===== src/rtl/uart_pkg.sv =====
// ============================================================================
// uart_pkg
// Shared types and constants for the UART command receiver slice.
//   - Receiver and parser state enums.
//   - Oversampling ratio and start-bit sample point.
//   - Command frame layout: address marker bit, payload width, data width.
// Optional build macro UART_CMD_RX_PARITY_EN adds the R_PARITY receiver state.
// ============================================================================
package uart_pkg;

    localparam int OVERSAMPLE   = 16;
    localparam int SAMPLE_POINT = 8;
    localparam int ADDR_MARKER  = 7;
    localparam int PAYLOAD_W    = 7;
    localparam int DATA_W       = 14;

    typedef enum logic [2:0] {
        R_IDLE,
        R_START,
        R_DATA,
        R_STOP,
        R_WAIT
`ifdef UART_CMD_RX_PARITY_EN
        , R_PARITY
`endif
    } rx_state_t;

    typedef enum logic [1:0] {
        P_ADDR,
        P_HI,
        P_LO
    } parse_state_t;

endpackage


===== src/rtl/uart_rx_byte.sv =====
// ============================================================================
// uart_rx_byte
// Byte receiver: 2-flop RX synchroniser, 16x oversample tick divider and the
// start/data/stop receiver FSM.
// Ports:
//   clk, reset_n  : system clock, synchronous active-low reset
//   i_rx          : asynchronous serial line, idle high
//   o_tick        : oversample tick (1/16 bit time), shared with the parser
//   o_byteValid   : one-cycle pulse per good byte
//   o_byteData    : last good byte
//   o_frameErr    : one-cycle pulse on bad stop bit (or parity error)
// Build macro UART_CMD_RX_PARITY_EN selects 8E1 framing instead of 8N1.
// ============================================================================
module uart_rx_byte
    import uart_pkg::*;
#(
    parameter int CLK_FREQUENCY = 50000000,
    parameter int BAUD_RATE     = 57600
) (
    input  logic       clk,
    input  logic       reset_n,
    input  logic       i_rx,
    output logic       o_tick,
    output logic       o_byteValid,
    output logic [7:0] o_byteData,
    output logic       o_frameErr
);

    localparam int DIV_RAW = CLK_FREQUENCY / (BAUD_RATE * OVERSAMPLE);
    localparam int DIV     = (DIV_RAW < 1) ? 1 : DIV_RAW;
    localparam int DIV_W   = (DIV > 1) ? $clog2(DIV) : 1;

    logic             r_rxMeta;
    logic             r_rxs;
    logic             r_rxPrev;
    logic [1:0]       r_settle;
    logic [DIV_W-1:0] r_divCnt;
    rx_state_t        r_state;
    rx_state_t        w_nextState;
    logic [3:0]       r_tickCnt;
    logic [2:0]       r_bitCnt;
    logic [7:0]       r_shift;
    logic             r_byteValid;
    logic [7:0]       r_byteData;
    logic             r_frameErr;
    logic             w_tick;
    logic             w_fall;
    logic             w_sampleDue;
    logic             w_parityBad;
    logic             w_shiftIn;
    logic             w_goodByte;
    logic             w_badFrame;

    // Synchroniser plus edge-detect history. r_settle holds off edge
    // detection until both flops and r_rxPrev carry real line values, so a
    // line that is already low when reset releases never looks like a start.
    always_ff @(posedge clk) begin
        if (!reset_n) begin
            r_rxMeta <= 1'b1;
            r_rxs    <= 1'b1;
            r_rxPrev <= 1'b1;
            r_settle <= 2'd0;
        end else begin
            r_rxMeta <= i_rx;
            r_rxs    <= r_rxMeta;
            r_rxPrev <= r_rxs;
            if (r_settle != 2'd3) begin
                r_settle <= r_settle + 2'd1;
            end
        end
    end

    assign w_fall = (r_settle == 2'd3) && r_rxPrev && !r_rxs;

    // Free-running divider producing the oversample tick.
    always_ff @(posedge clk) begin
        if (!reset_n) begin
            r_divCnt <= '0;
        end else if (r_divCnt == DIV_W'(DIV - 1)) begin
            r_divCnt <= '0;
        end else begin
            r_divCnt <= r_divCnt + DIV_W'(1);
        end
    end

    assign w_tick = (r_divCnt == DIV_W'(DIV - 1));
    assign o_tick = w_tick;

    // Start bit is checked half a bit in; every later sample is a full bit on.
    assign w_sampleDue = w_tick &&
        (r_tickCnt == ((r_state == R_START) ? 4'(SAMPLE_POINT - 1) : 4'(OVERSAMPLE - 1)));

    // Receiver state register.
    always_ff @(posedge clk) begin
        if (!reset_n) begin
            r_state <= R_IDLE;
        end else begin
            r_state <= w_nextState;
        end
    end

    // Receiver next-state logic.
    always_comb begin
        w_nextState = r_state;
        case (r_state)
            R_IDLE:  if (w_fall) w_nextState = R_START;
            R_START: if (w_sampleDue) w_nextState = r_rxs ? R_IDLE : R_DATA;
`ifdef UART_CMD_RX_PARITY_EN
            R_DATA:   if (w_sampleDue && r_bitCnt == 3'd7) w_nextState = R_PARITY;
            R_PARITY: if (w_sampleDue) w_nextState = R_STOP;
`else
            R_DATA:  if (w_sampleDue && r_bitCnt == 3'd7) w_nextState = R_STOP;
`endif
            R_STOP:  if (w_sampleDue) w_nextState = r_rxs ? R_IDLE : R_WAIT;
            R_WAIT:  if (r_rxs) w_nextState = R_IDLE;
            default: w_nextState = R_IDLE;
        endcase
    end

    // Receiver control decodes.
    always_comb begin
        w_shiftIn  = (r_state == R_DATA) && w_sampleDue;
        w_goodByte = (r_state == R_STOP) && w_sampleDue && r_rxs && !w_parityBad;
        w_badFrame = (r_state == R_STOP) && w_sampleDue && (!r_rxs || w_parityBad);
    end

`ifdef UART_CMD_RX_PARITY_EN
    logic r_parityErr;

    // Even parity: data bits plus parity bit must XOR to zero.
    always_ff @(posedge clk) begin
        if (!reset_n) begin
            r_parityErr <= 1'b0;
        end else if (r_state == R_START) begin
            r_parityErr <= 1'b0;
        end else if (r_state == R_PARITY && w_sampleDue) begin
            r_parityErr <= ^{r_shift, r_rxs};
        end
    end

    assign w_parityBad = r_parityErr;
`else
    assign w_parityBad = 1'b0;
`endif

    // Receiver datapath: oversample counter, bit counter, shifter, outputs.
    always_ff @(posedge clk) begin
        if (!reset_n) begin
            r_tickCnt   <= 4'd0;
            r_bitCnt    <= 3'd0;
            r_shift     <= 8'd0;
            r_byteValid <= 1'b0;
            r_byteData  <= 8'd0;
            r_frameErr  <= 1'b0;
        end else begin
            r_byteValid <= w_goodByte;
            r_frameErr  <= w_badFrame;
            if (w_goodByte) begin
                r_byteData <= r_shift;
            end
            if (r_state == R_IDLE || r_state == R_WAIT) begin
                r_tickCnt <= 4'd0;
            end else if (w_sampleDue) begin
                r_tickCnt <= 4'd0;
            end else if (w_tick) begin
                r_tickCnt <= r_tickCnt + 4'd1;
            end
            if (r_state == R_START) begin
                r_bitCnt <= 3'd0;
            end else if (w_shiftIn) begin
                r_bitCnt <= r_bitCnt + 3'd1;
            end
            if (w_shiftIn) begin
                r_shift <= {r_rxs, r_shift[7:1]};
            end
        end
    end

    assign o_byteValid = r_byteValid;
    assign o_byteData  = r_byteData;
    assign o_frameErr  = r_frameErr;

endmodule


===== src/rtl/uart_cmd_rx.sv =====
// ============================================================================
// uart_cmd_rx
// Host command receiver: turns 3-byte frames {addr|0x80, hi7, lo7} arriving on
// RX into single-cycle register write strobes.
// Ports:
//   clk, reset_n : system clock, synchronous active-low reset
//   RX           : asynchronous serial input, idle high
//   byte_valid   : one-cycle pulse per good byte, byte_data holds it
//   reg_wr       : one-cycle write strobe with reg_addr / reg_data (held)
//   frame_err    : one-cycle pulse on bad stop bit (or parity error)
//   cmd_err      : one-cycle pulse on protocol error, bad address, timeout
// Build macro UART_CMD_RX_PARITY_EN selects 8E1 framing instead of 8N1.
// ============================================================================
module uart_cmd_rx
    import uart_pkg::*;
#(
    parameter int CLK_FREQUENCY = 50000000,
    parameter int BAUD_RATE     = 57600,
    parameter int NUM_REGS      = 64,
    parameter int TIMEOUT_BITS  = 32
) (
    input  logic              clk,
    input  logic              reset_n,
    input  logic              RX,
    output logic              byte_valid,
    output logic [7:0]        byte_data,
    output logic              reg_wr,
    output logic [6:0]        reg_addr,
    output logic [DATA_W-1:0] reg_data,
    output logic              frame_err,
    output logic              cmd_err
);

    localparam int TIMEOUT_TICKS = TIMEOUT_BITS * OVERSAMPLE;
    localparam int TO_W          = $clog2(TIMEOUT_TICKS + 1);

    logic                 w_tick;
    logic                 w_byteValid;
    logic [7:0]           w_byteData;
    logic                 w_frameErr;
    parse_state_t         r_pState;
    parse_state_t         w_pNext;
    logic [6:0]           r_addrLatch;
    logic [PAYLOAD_W-1:0] r_hiLatch;
    logic [TO_W-1:0]      r_toCnt;
    logic                 r_regWr;
    logic [6:0]           r_regAddr;
    logic [DATA_W-1:0]    r_regData;
    logic                 r_cmdErr;
    logic                 w_isAddr;
    logic                 w_timeout;
    logic                 w_dataByte;
    logic                 w_lowByte;
    logic                 w_inRange;
    logic                 w_wrStrobe;
    logic                 w_cmdErr;

    uart_rx_byte #(
        .CLK_FREQUENCY (CLK_FREQUENCY),
        .BAUD_RATE     (BAUD_RATE)
    ) u_rxByte (
        .clk         (clk),
        .reset_n     (reset_n),
        .i_rx        (RX),
        .o_tick      (w_tick),
        .o_byteValid (w_byteValid),
        .o_byteData  (w_byteData),
        .o_frameErr  (w_frameErr)
    );

    assign w_isAddr   = w_byteData[ADDR_MARKER];
    assign w_dataByte = w_byteValid && !w_isAddr;
    assign w_timeout  = (r_pState != P_ADDR) && w_tick &&
                        (r_toCnt == TO_W'(TIMEOUT_TICKS - 1));
    assign w_inRange  = (int'(r_addrLatch) < NUM_REGS);

    // Partial-frame timeout, counted in oversample ticks.
    always_ff @(posedge clk) begin
        if (!reset_n) begin
            r_toCnt <= '0;
        end else if (r_pState == P_ADDR || w_byteValid) begin
            r_toCnt <= '0;
        end else if (w_tick) begin
            r_toCnt <= r_toCnt + TO_W'(1);
        end
    end

    // Parser state register.
    always_ff @(posedge clk) begin
        if (!reset_n) begin
            r_pState <= P_ADDR;
        end else begin
            r_pState <= w_pNext;
        end
    end

    // Parser next state. A frame error outranks everything, including a
    // timeout landing in the same cycle; an address byte always resyncs.
    always_comb begin
        w_pNext = r_pState;
        if (w_frameErr) begin
            w_pNext = P_ADDR;
        end else if (w_byteValid) begin
            if (w_isAddr) begin
                w_pNext = P_HI;
            end else begin
                case (r_pState)
                    P_HI:    w_pNext = P_LO;
                    default: w_pNext = P_ADDR;
                endcase
            end
        end else if (w_timeout) begin
            w_pNext = P_ADDR;
        end
    end

    // Parser output decodes.
    always_comb begin
        w_lowByte  = !w_frameErr && w_dataByte && (r_pState == P_LO);
        w_wrStrobe = w_lowByte && w_inRange;
        w_cmdErr   = !w_frameErr &&
                     ((w_dataByte && r_pState == P_ADDR) ||
                      (w_lowByte && !w_inRange) ||
                      (!w_byteValid && w_timeout));
    end

    // Parser datapath: frame latches and registered outputs.
    always_ff @(posedge clk) begin
        if (!reset_n) begin
            r_addrLatch <= 7'd0;
            r_hiLatch   <= '0;
            r_regWr     <= 1'b0;
            r_regAddr   <= 7'd0;
            r_regData   <= '0;
            r_cmdErr    <= 1'b0;
        end else begin
            r_regWr  <= w_wrStrobe;
            r_cmdErr <= w_cmdErr;
            if (!w_frameErr && w_byteValid && w_isAddr) begin
                r_addrLatch <= w_byteData[6:0];
            end
            if (!w_frameErr && w_dataByte && r_pState == P_HI) begin
                r_hiLatch <= w_byteData[PAYLOAD_W-1:0];
            end
            if (w_wrStrobe) begin
                r_regAddr <= r_addrLatch;
                r_regData <= {r_hiLatch, w_byteData[PAYLOAD_W-1:0]};
            end
        end
    end

    assign byte_valid = w_byteValid;
    assign byte_data  = w_byteData;
    assign frame_err  = w_frameErr;
    assign reg_wr     = r_regWr;
    assign reg_addr   = r_regAddr;
    assign reg_data   = r_regData;
    assign cmd_err    = r_cmdErr;

endmodule


===== config.mk =====
export PLATFORM = sky130hd
export DESIGN_NAME = uart_cmd_rx
export DESIGN_NICKNAME = d
export VERILOG_FILES = /design/src/rtl/uart_pkg.sv /design/src/rtl/uart_rx_byte.sv /design/src/rtl/uart_cmd_rx.sv
export SDC_FILE = /design/constraint.sdc
export NUM_CORES = 1
export LEC_CHECK = 0
export BUFFER_PORTS_ARGS = -buffer_cell sky130_fd_sc_hd__buf_2
export CORE_MARGIN = 1
export CORE_UTILIZATION = 55
export DETAILED_ROUTE_END_ITERATION = 16
export GPL_ROUTABILITY_DRIVEN = 0
export HOLD_SLACK_MARGIN = 0.05
export PLACE_DENSITY_LB_ADDON = 0.15
export SLEW_MARGIN = 10
export SYNTH_ARGS = -nofsm -noshare
export SYNTH_HDL_FRONTEND = slang
export SYNTH_HIERARCHICAL = 1
export SYNTH_SLANG_ARGS = --single-unit

===== constraint.sdc =====
create_clock -name clk -period 2.3 [get_ports clk]
set_input_delay 0.46 -clock clk [delete_from_list [all_inputs] [get_ports clk]]
set_output_delay 0.46 -clock clk [all_outputs]
set_load 0.01 [all_outputs]

==> impl_metrics.ini, run 1 <==
[floorplan]
die_height_um = 83.13
die-area_um2 = 6910
fp-row-count = 29
pin_count = 36
start_util_pct = 57.00
core_region_area_um2 = 6350
die_w_um = 83.13

[yosys]
synth_nets = 408
yosysUniqueCellTypes = 49
syn_area_um2 = 3620
synth.avg_cell_area_um2 = 9.095
postSynthCellCount = 398
synth_top_cell_area_share_pct = 48.67
synth_common_cells = 88 x dfxtp_1, 47 x a21oi_1, 40 x nand3_1
ys_ff_latch = 88
synth_area_leader_cell = dfxtp_1
async_flop_share_pct = 0
ys_warn_count = 6
synth.most_common_cell = dfxtp_1
synth-main-ff-cell = dfxtp_1
yosysSeqAreaShare_pct = 48.67
synth_area_leaders = dfxtp_1 49%, a21oi_1 6.5%, nand3_1 5.5%
synth_edf_count = 0

[final_layout]
multi_input_area_um2 = 1695
num_antenna_cells = 0
nNetsFinal = 434
area_delta_synth_final_pct = 9.955
finish.instance_area_um2 = 3980
seq_area_um2 = 1762
nFillCells = 570
drive_above_1_share_pct = 16.16
final_util_pct = 62.68

[drt]
drtIter0Drc = 170
ant_nets = 0
wl_um = 7126
via_per_inst = 5.754
wire_per_inst_um = 14.14
drt_pass1_iterations = 4
drc_errors = 0
num_vias = 2900

[power_and_ir_drop]
vdd_drop_max_uv = 371.6
p_leak_uw = 0.001505
p_per_area_nw_per_um2 = 633.5

[job]
maxCapViolations = 0

[min_path]
worstHoldPathType = in2reg
hp-start = RX

[clocking]
htreeDepth = 3
cts.clk_slew.worst_paths_ps = 80
cts_setup_buffers = 0
cts_tree = done
cts_buffers = 9
cts_root_buf = clkbuf_8
clock-sinks = 88
clock_latency_ps = 350
cts_buffer_depth = 2

[sta]
clock_skew_ps = 9.824
setup_viol = 0
period_share_pct = 89.72
hold_viol = 0
rsz0062_at_grt = no
min_period_ps = 2064
holdWs_ps = 295.9
worst_pin_slew_ps = 797.6
slew_headroom_pct = 46.83
max_freq_ghz = 0.4846
slew_viol_final = 0
setup_tns_ps = 0

[grt]
grt_pass1_vias = 2696
grt_pass1_wl_um = 12410
grt_use_total_pct = 21.87
grt_overflow = 0
grt_max_degree = 37
antenna_found_initial = 0

[worst_setup_path]
crit_start = u_rxByte/r_divCnt[0]
r2r-start = u_rxByte/r_divCnt[0]
end_kind = flop
crit_path_start_kind = flop
max_stage_delay_ps = 530
critical_path_class = reg2reg
critPathMostFrequentCell = nand4_4
cp_top_family = simple AND/OR/NAND/NOR gates
critPathSlowestCell = or4_1
arrival_ps = 2340
cp_num_buf_inv = 1
path_cells = ha_1 > nand4_4 > nand2b_1 > inv_1 > nand4_4 > or4_1 > a21oi_1
worstPathMaxFanout = 7
required_ps = 2580

[place]
dp_hpwl_um = 4877
portBuffers = 35
postPlaceCellArea_um2 = 3812

[status]
status = finished, final reports clean
[logic make-up after synthesis]
logic type,after synthesis,synth area share [%]
compound gates,101,15.18
flops,88,48.67
simple gates,135,20.77
xor+xnor,12,2.904
buf+inv,36,4.805
mux,19,5.254
fa+ha+maj,7,2.420
[per-layer routing]
layer  up-vias  GRT usage (%)  part of all wire, %
li1       1460              -                    -
met1      1374          29.08                   48
met2        55          35.54                   47
met3        11          3.380                  3.1
met4         0          9.091                  1.5
met5         -              0                    0
[flip-flops by register name, summed over array words and instances (netlist names), 2 cells and up]
name,flops
u_rxByte/r_divCnt,6
u_rxByte/r_bitCnt,3
u_rxByte/r_tickCnt,4
r_toCnt,10
u_rxByte/r_shift,8
u_rxByte/o_byteData,8
r_pState,2
u_rxByte/r_state,3
r_hiLatch,7
u_rxByte/r_settle,2
r_addrLatch,7
reg_addr,7
reg_data,14
[timing repair]
| item | 4_1_cts | 5_1_grt |
|---|---|---|
| hold buffers | 0 | 0 |
| setup endpoints to repair | 0 | 1 |
| gates resized for setup | 0 | 1 |
[final timing paths]
kind | end | slack [ps] | cells after the start
max | r_toCnt[9] | 240 | 7
min | u_rxByte/r_rxMeta | 300 | 2
max reg2reg | r_toCnt[9] | 240 | 7
min reg2reg | u_rxByte/r_rxs | 410 | 1
[cell type report]
class | count | area share, %
Tap cell | 77 | 2.421
Clock buffer | 11 | 3.552
Multi-Input combinational cell | 274 | 42.60
Sequential cell | 88 | 44.26
Inverter | 8 | 0.7545
Timing Repair Buffer | 43 | 5.910
Clock inverter | 3 | 0.5030
[cell usage in the layout, fill, tap and decap left out, drive strengths merged, types with 6 or more instances in the layout]
cell	instances
dfxtp	88
a21oi	47
buf	43
nand3	40
o21ai	40
nor2	38
mux2i	19
nand2	15
clkbuf	11
inv	8
xor2	7
nand2b	7
ha	7
nand4	6
[power breakdown]
part	switching (µW)	internal, µW	total (µW)	leakage (µW)
registers	10.9	1540	1550	0.000710
logic	40.1	22.2	62.4	0.000717
clock network	503	409	911	0.0000773
[through the flow]
| stage | power (µW) | std cells | setup slack [ps] |
|---|---|---|---|
| floorplan | 1630 | 398 | 317.0 |
| global placement | 1644 | 490 | 325.0 |
| detailed placement | 1647 | 490 | 183.9 |
| CTS | 2546 | 504 | 169.4 |
| global route | 2624 | 504 | 53.43 |
| finish | 2522 | 504 | 236.5 |
[worst reg2reg max path, cell delays in order (launching register included)]
cell	delay (ps)
dfxtp_1	380
ha_1	200
nand4_4	160
nand2b_1	260
inv_1	180
nand4_4	140
or4_1	530
a21oi_1	150
Note: power is estimated with default switching activity, not from simulation.
==> run 2, diff against run 1 <==
--- a/config.mk
+++ b/config.mk
@@ -11,7 +11,7 @@
 export DETAILED_ROUTE_END_ITERATION = 16
 export GPL_ROUTABILITY_DRIVEN = 0
 export HOLD_SLACK_MARGIN = 0.05
-export PLACE_DENSITY_LB_ADDON = 0.15
+export PLACE_DENSITY = 0.79
 export SLEW_MARGIN = 10
 export SYNTH_ARGS = -nofsm -noshare
 export SYNTH_HDL_FRONTEND = slang
==> constraint.sdc (replaced) <==
create_clock -name clk -period 2.25 [get_ports clk]
set_input_delay 0.45 -clock clk [delete_from_list [all_inputs] [get_ports clk]]
set_output_delay 0.45 -clock clk [all_outputs]
set_load 0.01 [all_outputs]
==> run 2 against run 1 <==
Compared with the run above: first-iteration DRC count decreased by 13%; largest power group unchanged; sequential share of layout area is 0.17 points lower; register-to-register slack about the same; non-clock buffer count unchanged; critical endpoint unchanged; total power rose by 4.5%; final cell count rose by 0.40%; core utilization increased by 0.24 points; critical path depth stayed put; sequential cell count did not move; routed wire length increased by 5.1%; clock skew shrank 1.6 ps; worst hold slack worse by 23 ps.
==> impl_metrics.ini, run 2 (same netlist as run 1, synthesis figures left out) <==
[final_layout]
nFillCells = 545
multi_input_area_um2 = 1695
layout_commonest_cell = dfxtp_1
final_cell_mix = 88 x dfxtp_1, 47 x a21oi_1, 40 x nand3_1, 38 x nor2_1, 36 x o21ai_0
nNetsFinal = 434
finish.instance_area_um2 = 3995
seq_area_um2 = 1762
num_antenna_cells = 0
area_delta_synth_final_pct = 10.37
largest_reg_flops = 14
final_cells = 506
drive_above_1_share_pct = 17.02
final_util_pct = 62.92

[drt]
drc_errors = 0
num_vias = 2966
drtIter0Drc = 148
ant_nets = 0
wl_um = 7486
drt_pass1_iterations = 4
wire_per_inst_um = 14.79
via_per_inst = 5.862

[worst_setup_path]
required_ps = 2540
critical_path_class = reg2reg
arrival_ps = 2290
worstPathMaxFanout = 8
crit_path_start_kind = flop
path_cells = ha_1 > nand4_4 > nand2b_1 > inv_2 > nand4_4 > or4_1 > a21oi_1
cp_num_buf_inv = 1
critPathMostFrequentCell = nand4_4
cp_top_family = simple AND/OR/NAND/NOR gates
end_kind = flop
critPathSlowestCell = or4_1
max_stage_delay_ps = 520

[power_and_ir_drop]
vdd_drop_max_uv = 496.2
seqPwrFrac_pct = 60.1
p_leak_uw = 0.001513
cell_internal_pwr_uw = 2006
p_switching_uw = 628.7
clkPwrFrac_pct = 37.4
p_sw_share_pct = 23.86
combPwrFrac_pct = 2.5
p_per_area_nw_per_um2 = 659.5

[sta]
setup_tns_ps = 0
clock_skew_ps = 8.174
max_freq_ghz = 0.4983
worst_pin_slew_ps = 775.2
slew_headroom_pct = 48.32
period_share_pct = 89.20
rsz0062_at_grt = no
setup_viol = 0
min_period_ps = 2007
final.setup.worst_slack_ps = 243.0
hold_viol = 0
slew_viol_final = 0

[clocking]
cts_tree = done
cts_setup_buffers = 0
htreeDepth = 3
clock-sinks = 88
cts.clk_slew.worst_paths_ps = 80
cts_buffers = 9
cts_root_buf = clkbuf_8
cts_buffer_depth = 2
clock_latency_ps = 350

[grt]
grt_overflow = 0
antenna_found_initial = 0
grt_max_degree = 37
grt_pass1_wl_um = 12700
grt_use_total_pct = 22.87
grt_pass1_vias = 2832

[job]
maxCapViolations = 0

[place]
dp_cells = 490
postPlaceCellArea_um2 = 3812
place_ws_ps = 145.4
portBuffers = 35
dp_hpwl_um = 5067

[floorplan]
die-area_um2 = 6910
die_height_um = 83.13
pin_count = 36
core_region_area_um2 = 6350
fp-row-count = 29
die_w_um = 83.13
start_util_pct = 57.00

[status]
status = finished, final reports clean

[min_path]
worstHoldPathType = in2reg
## run 2: changes by cell type in the layout (fill, tap and decap cells not counted)
cell	delta
clkinv_4	+1
clkbuf_1	-1
clkinvlp_4	-1
clkbuf_8	-1
inv_6	+3
inv_2	+1
clkinv_2	+1
inv_1	-1
## run 2: worst reg2reg max path: stages (launching register included)
cell and delay, ps:
dfxtp_1 380, ha_1 220, nand4_4 100, nand2b_1 240
inv_2 200, nand4_4 140, or4_1 520, a21oi_1 140
## run 2: worst paths after layout
check	startpoint	to	slack (ps)	cells after the start
max	u_rxByte/r_divCnt[0]	r_toCnt[9]	240	7
max reg2reg	u_rxByte/r_divCnt[0]	r_toCnt[9]	240	7
min	RX	u_rxByte/r_rxMeta	270	2
min reg2reg	u_rxByte/r_rxMeta	u_rxByte/r_rxs	410	1
## run 2: stage by stage
| stage | hold slack (ps) | total power (µW) |
|---|---|---|
| floorplan | 386.3 | 1666 |
| global placement | 389.9 | 1681 |
| detailed placement | 397.0 | 1686 |
| CTS | 262.2 | 2665 |
| global route | 259.2 | 2754 |
| finish | 272.7 | 2635 |
## run 2: repair_timing
item | CTS | global route
setup endpoints to repair | 0 | 7
hold buffers | 0 | 0
resized for setup | 0 | 2
hold endpoints to repair | 0 | 0
## run 2: final cells by class
| cell class | instances | area share, % |
|---|---|---|
| multi-input combinational | 274 | 42.44 |
| timing repair buffer | 43 | 5.888 |
| clock buffer | 9 | 3.101 |
| sequential | 88 | 44.10 |
| tap | 77 | 2.412 |
| clock inverter | 7 | 1.315 |
| inverter | 8 | 0.7516 |
## run 2: power groups by stage
| stage | logic (µW) | registers [µW] | clock network [µW] |
|---|---|---|---|
| 6_report | 66.4 | 1580 | 985 |
| 5_1_grt | 74.5 | 1590 | 1090 |
| 4_1_cts | 66.9 | 1580 | 1010 |
| 3_5_place_dp | 66.6 | 1620 | 0 |
| 3_3_place_gp | 63.2 | 1620 | 0 |
| 2_1_floorplan | 50.4 | 1620 | 0 |
## run 2: layer usage
metal  up-vias  part of all wire [%]  GRT usage [%]
met5         -                     0              0
met4         0                   2.7          12.07
met3        17                   4.0          4.274
met2        72                    51          38.82
met1      1407                    43          27.47
li1       1470                     -              -
==> run 3, diff against run 2 <==
==> constraint.sdc (replaced) <==
create_clock -name clk -period 2.25 [get_ports clk]
set_input_delay 0.225 -clock clk [delete_from_list [all_inputs] [get_ports clk]]
set_output_delay 0.225 -clock clk [all_outputs]
set_load 0.01 [all_outputs]
==> run 3 against run 2 <==
Compared with the run above: die area unchanged; sequential cell count unchanged; clock-buffer cell count increased by 1; sequential power about the same; sequential share of layout area decreased by 0.14 points; total power increased by 1.8%; critical path depth unchanged; core utilization increased by 0.20 points; non-clock buffer count unchanged; combinational power increased by 0.6%; worst setup slack improved by 23 ps; final cell count unchanged; critical path type unchanged; largest cell class unchanged.
==> impl_metrics.ini, run 3 (same netlist as run 1, synthesis figures left out) <==
[status]
status = finished, final reports clean

[sta]
slew_headroom_pct = 48.66
period_share_pct = 88.18
hold_viol = 0
slew_viol_final = 0
min_period_ps = 1984
clock_skew_ps = 16.91
max_freq_ghz = 0.5040
worst_pin_slew_ps = 770.1
rsz0062_at_grt = no
setup_tns_ps = 0
setup_viol = 0

[power_and_ir_drop]
combPwrFrac_pct = 2.5
vdd_drop_max_uv = 448.4
p_sw_share_pct = 23.91
cell_internal_pwr_uw = 2041
clkPwrFrac_pct = 38.5
p_switching_uw = 641.5
seqPwrFrac_pct = 59.0
p_leak_uw = 0.001520
p_per_area_nw_per_um2 = 669.3

[worst_setup_path]
regToRegEndpoint = r_toCnt[9]
path_cells = ha_1 > nand4_4 > nand2b_1 > inv_2 > nand4_4 > or4_1 > a21oi_1
critical_path_class = reg2reg
r2r-start = u_rxByte/r_divCnt[0]
reg2reg_depth = 7
required_ps = 2540
worstPathMaxFanout = 8
end_kind = flop
max_stage_delay_ps = 530
crit_path_start_kind = flop
critPathSlowestCell = or4_1
critPathMostFrequentCell = nand4_4
arrival_ps = 2280
r2r_slack_ps = 270

[clocking]
cts.clk_slew.worst_paths_ps = 90
clock-sinks = 88
cts_root_buf = clkbuf_8
cts_tree = done
cts_buffer_depth = 2
cts_buffers = 9
clock_latency_ps = 370
cts_setup_buffers = 0
htreeDepth = 3

[final_layout]
final_cell_mix = 88 x dfxtp_1, 47 x a21oi_1, 40 x nand3_1, 38 x nor2_1, 36 x o21ai_0
layout_commonest_cell = dfxtp_1
drive_above_1_share_pct = 16.78
largest_reg_flops = 14
num_antenna_cells = 0
seq_area_um2 = 1762
multi_input_area_um2 = 1695
final_util_pct = 63.11
nNetsFinal = 434
nFillCells = 536
area_delta_synth_final_pct = 10.72

[place]
dp_hpwl_um = 4736
portBuffers = 35

[drt]
wl_um = 7070
num_vias = 2916
wire_per_inst_um = 13.97
via_per_inst = 5.763
drtIter0Drc = 149
ant_nets = 0
drc_errors = 0
drt_pass1_iterations = 4

[floorplan]
fp-row-count = 29
pin_count = 36
die_height_um = 83.13
die-area_um2 = 6910
core_region_area_um2 = 6350
die_w_um = 83.13
start_util_pct = 57.00

[grt]
grt_pass1_vias = 2781
antenna_found_initial = 0
grt_overflow = 0
grt_max_degree = 37
grt_pass1_wl_um = 12290
grt_use_total_pct = 21.79

[min_path]
hp-start = reset_n
min_to = u_rxByte/r_rxMeta
whs_path_depth = 2
worstHoldPathType = in2reg

[job]
maxCapViolations = 0
-- run 3: layer usage --
metal	share of wire, %	up-vias	GRT usage (%)	wire (µm)
met5	0	-	0	0
met4	2.3	0	11.60	166
met3	3.4	14	3.777	241
met2	49	60	36.21	3485
met1	45	1370	26.99	3177
li1	-	1472	-	-
-- run 3: final cells by class --
cell class                 count  share of cell area, %
sequential                    88                  43.96
multi-input combinational    274                  42.30
clock inverter                 6                  1.218
clock buffer                  10                  3.434
tap                           77                  2.404
timing repair buffer          43                  5.932
inverter                       8                 0.7493
-- run 3: through the flow --
stage / power [µW] / worst slack, ps / hold WS [ps] / instances / area (µm²)
after floorplan: 1666 / 267.0 / 326.5 / 398 / 3620
after global placement: 1680 / 238.4 / 392.3 / 489 / 3805
after detailed placement: 1686 / 168.9 / 416.5 / 489 / 3805
after CTS: 2706 / 151.6 / 221.9 / 506 / 4001
after global routing: 2788 / 112.0 / 235.2 / 506 / 4008
final: 2682 / 265.9 / 220.4 / 506 / 4008
-- run 3: what timing repair did --
action                                 in CTS  in global routing
endpoints found under the hold margin       1                  0
setup endpoints to repair                   0                  4
gates resized for setup                     0                  2
hold buffers                                1                  0
-- run 3: worst max-delay path by stage --
stage                     slack [ps]           to  cells past startpoint            startpoint
after CTS                        150  r_pState[0]                      7  u_rxByte/r_divCnt[0]
after global placement           240  r_pState[1]                      7  u_rxByte/r_divCnt[0]
after detailed placement         170   r_toCnt[9]                      7  u_rxByte/r_divCnt[0]
final                            270   r_toCnt[9]                      7  u_rxByte/r_divCnt[0]
after global routing             110   r_toCnt[9]                      7  u_rxByte/r_divCnt[0]
after floorplan                  270   r_toCnt[9]                      8  u_rxByte/r_divCnt[0]
-- run 3: power by group through the flow --
stage / logic, µW / clock network (µW) / registers (µW)
final: 66.8 / 1030 / 1580
after floorplan: 50.4 / 0 / 1620
after detailed placement: 66.2 / 0 / 1620
after global placement: 61.5 / 0 / 1620
after global routing: 75.1 / 1130 / 1590
after CTS: 67.9 / 1050 / 1580
-- run 3: worst max-delay path: cells and delay by family (launching register included) --
kind,cells,cell delay (ps)
simple gates,4,1000
compound gates,1,150
buf+inv,1,180
flops,1,380
fa+ha+maj,1,200
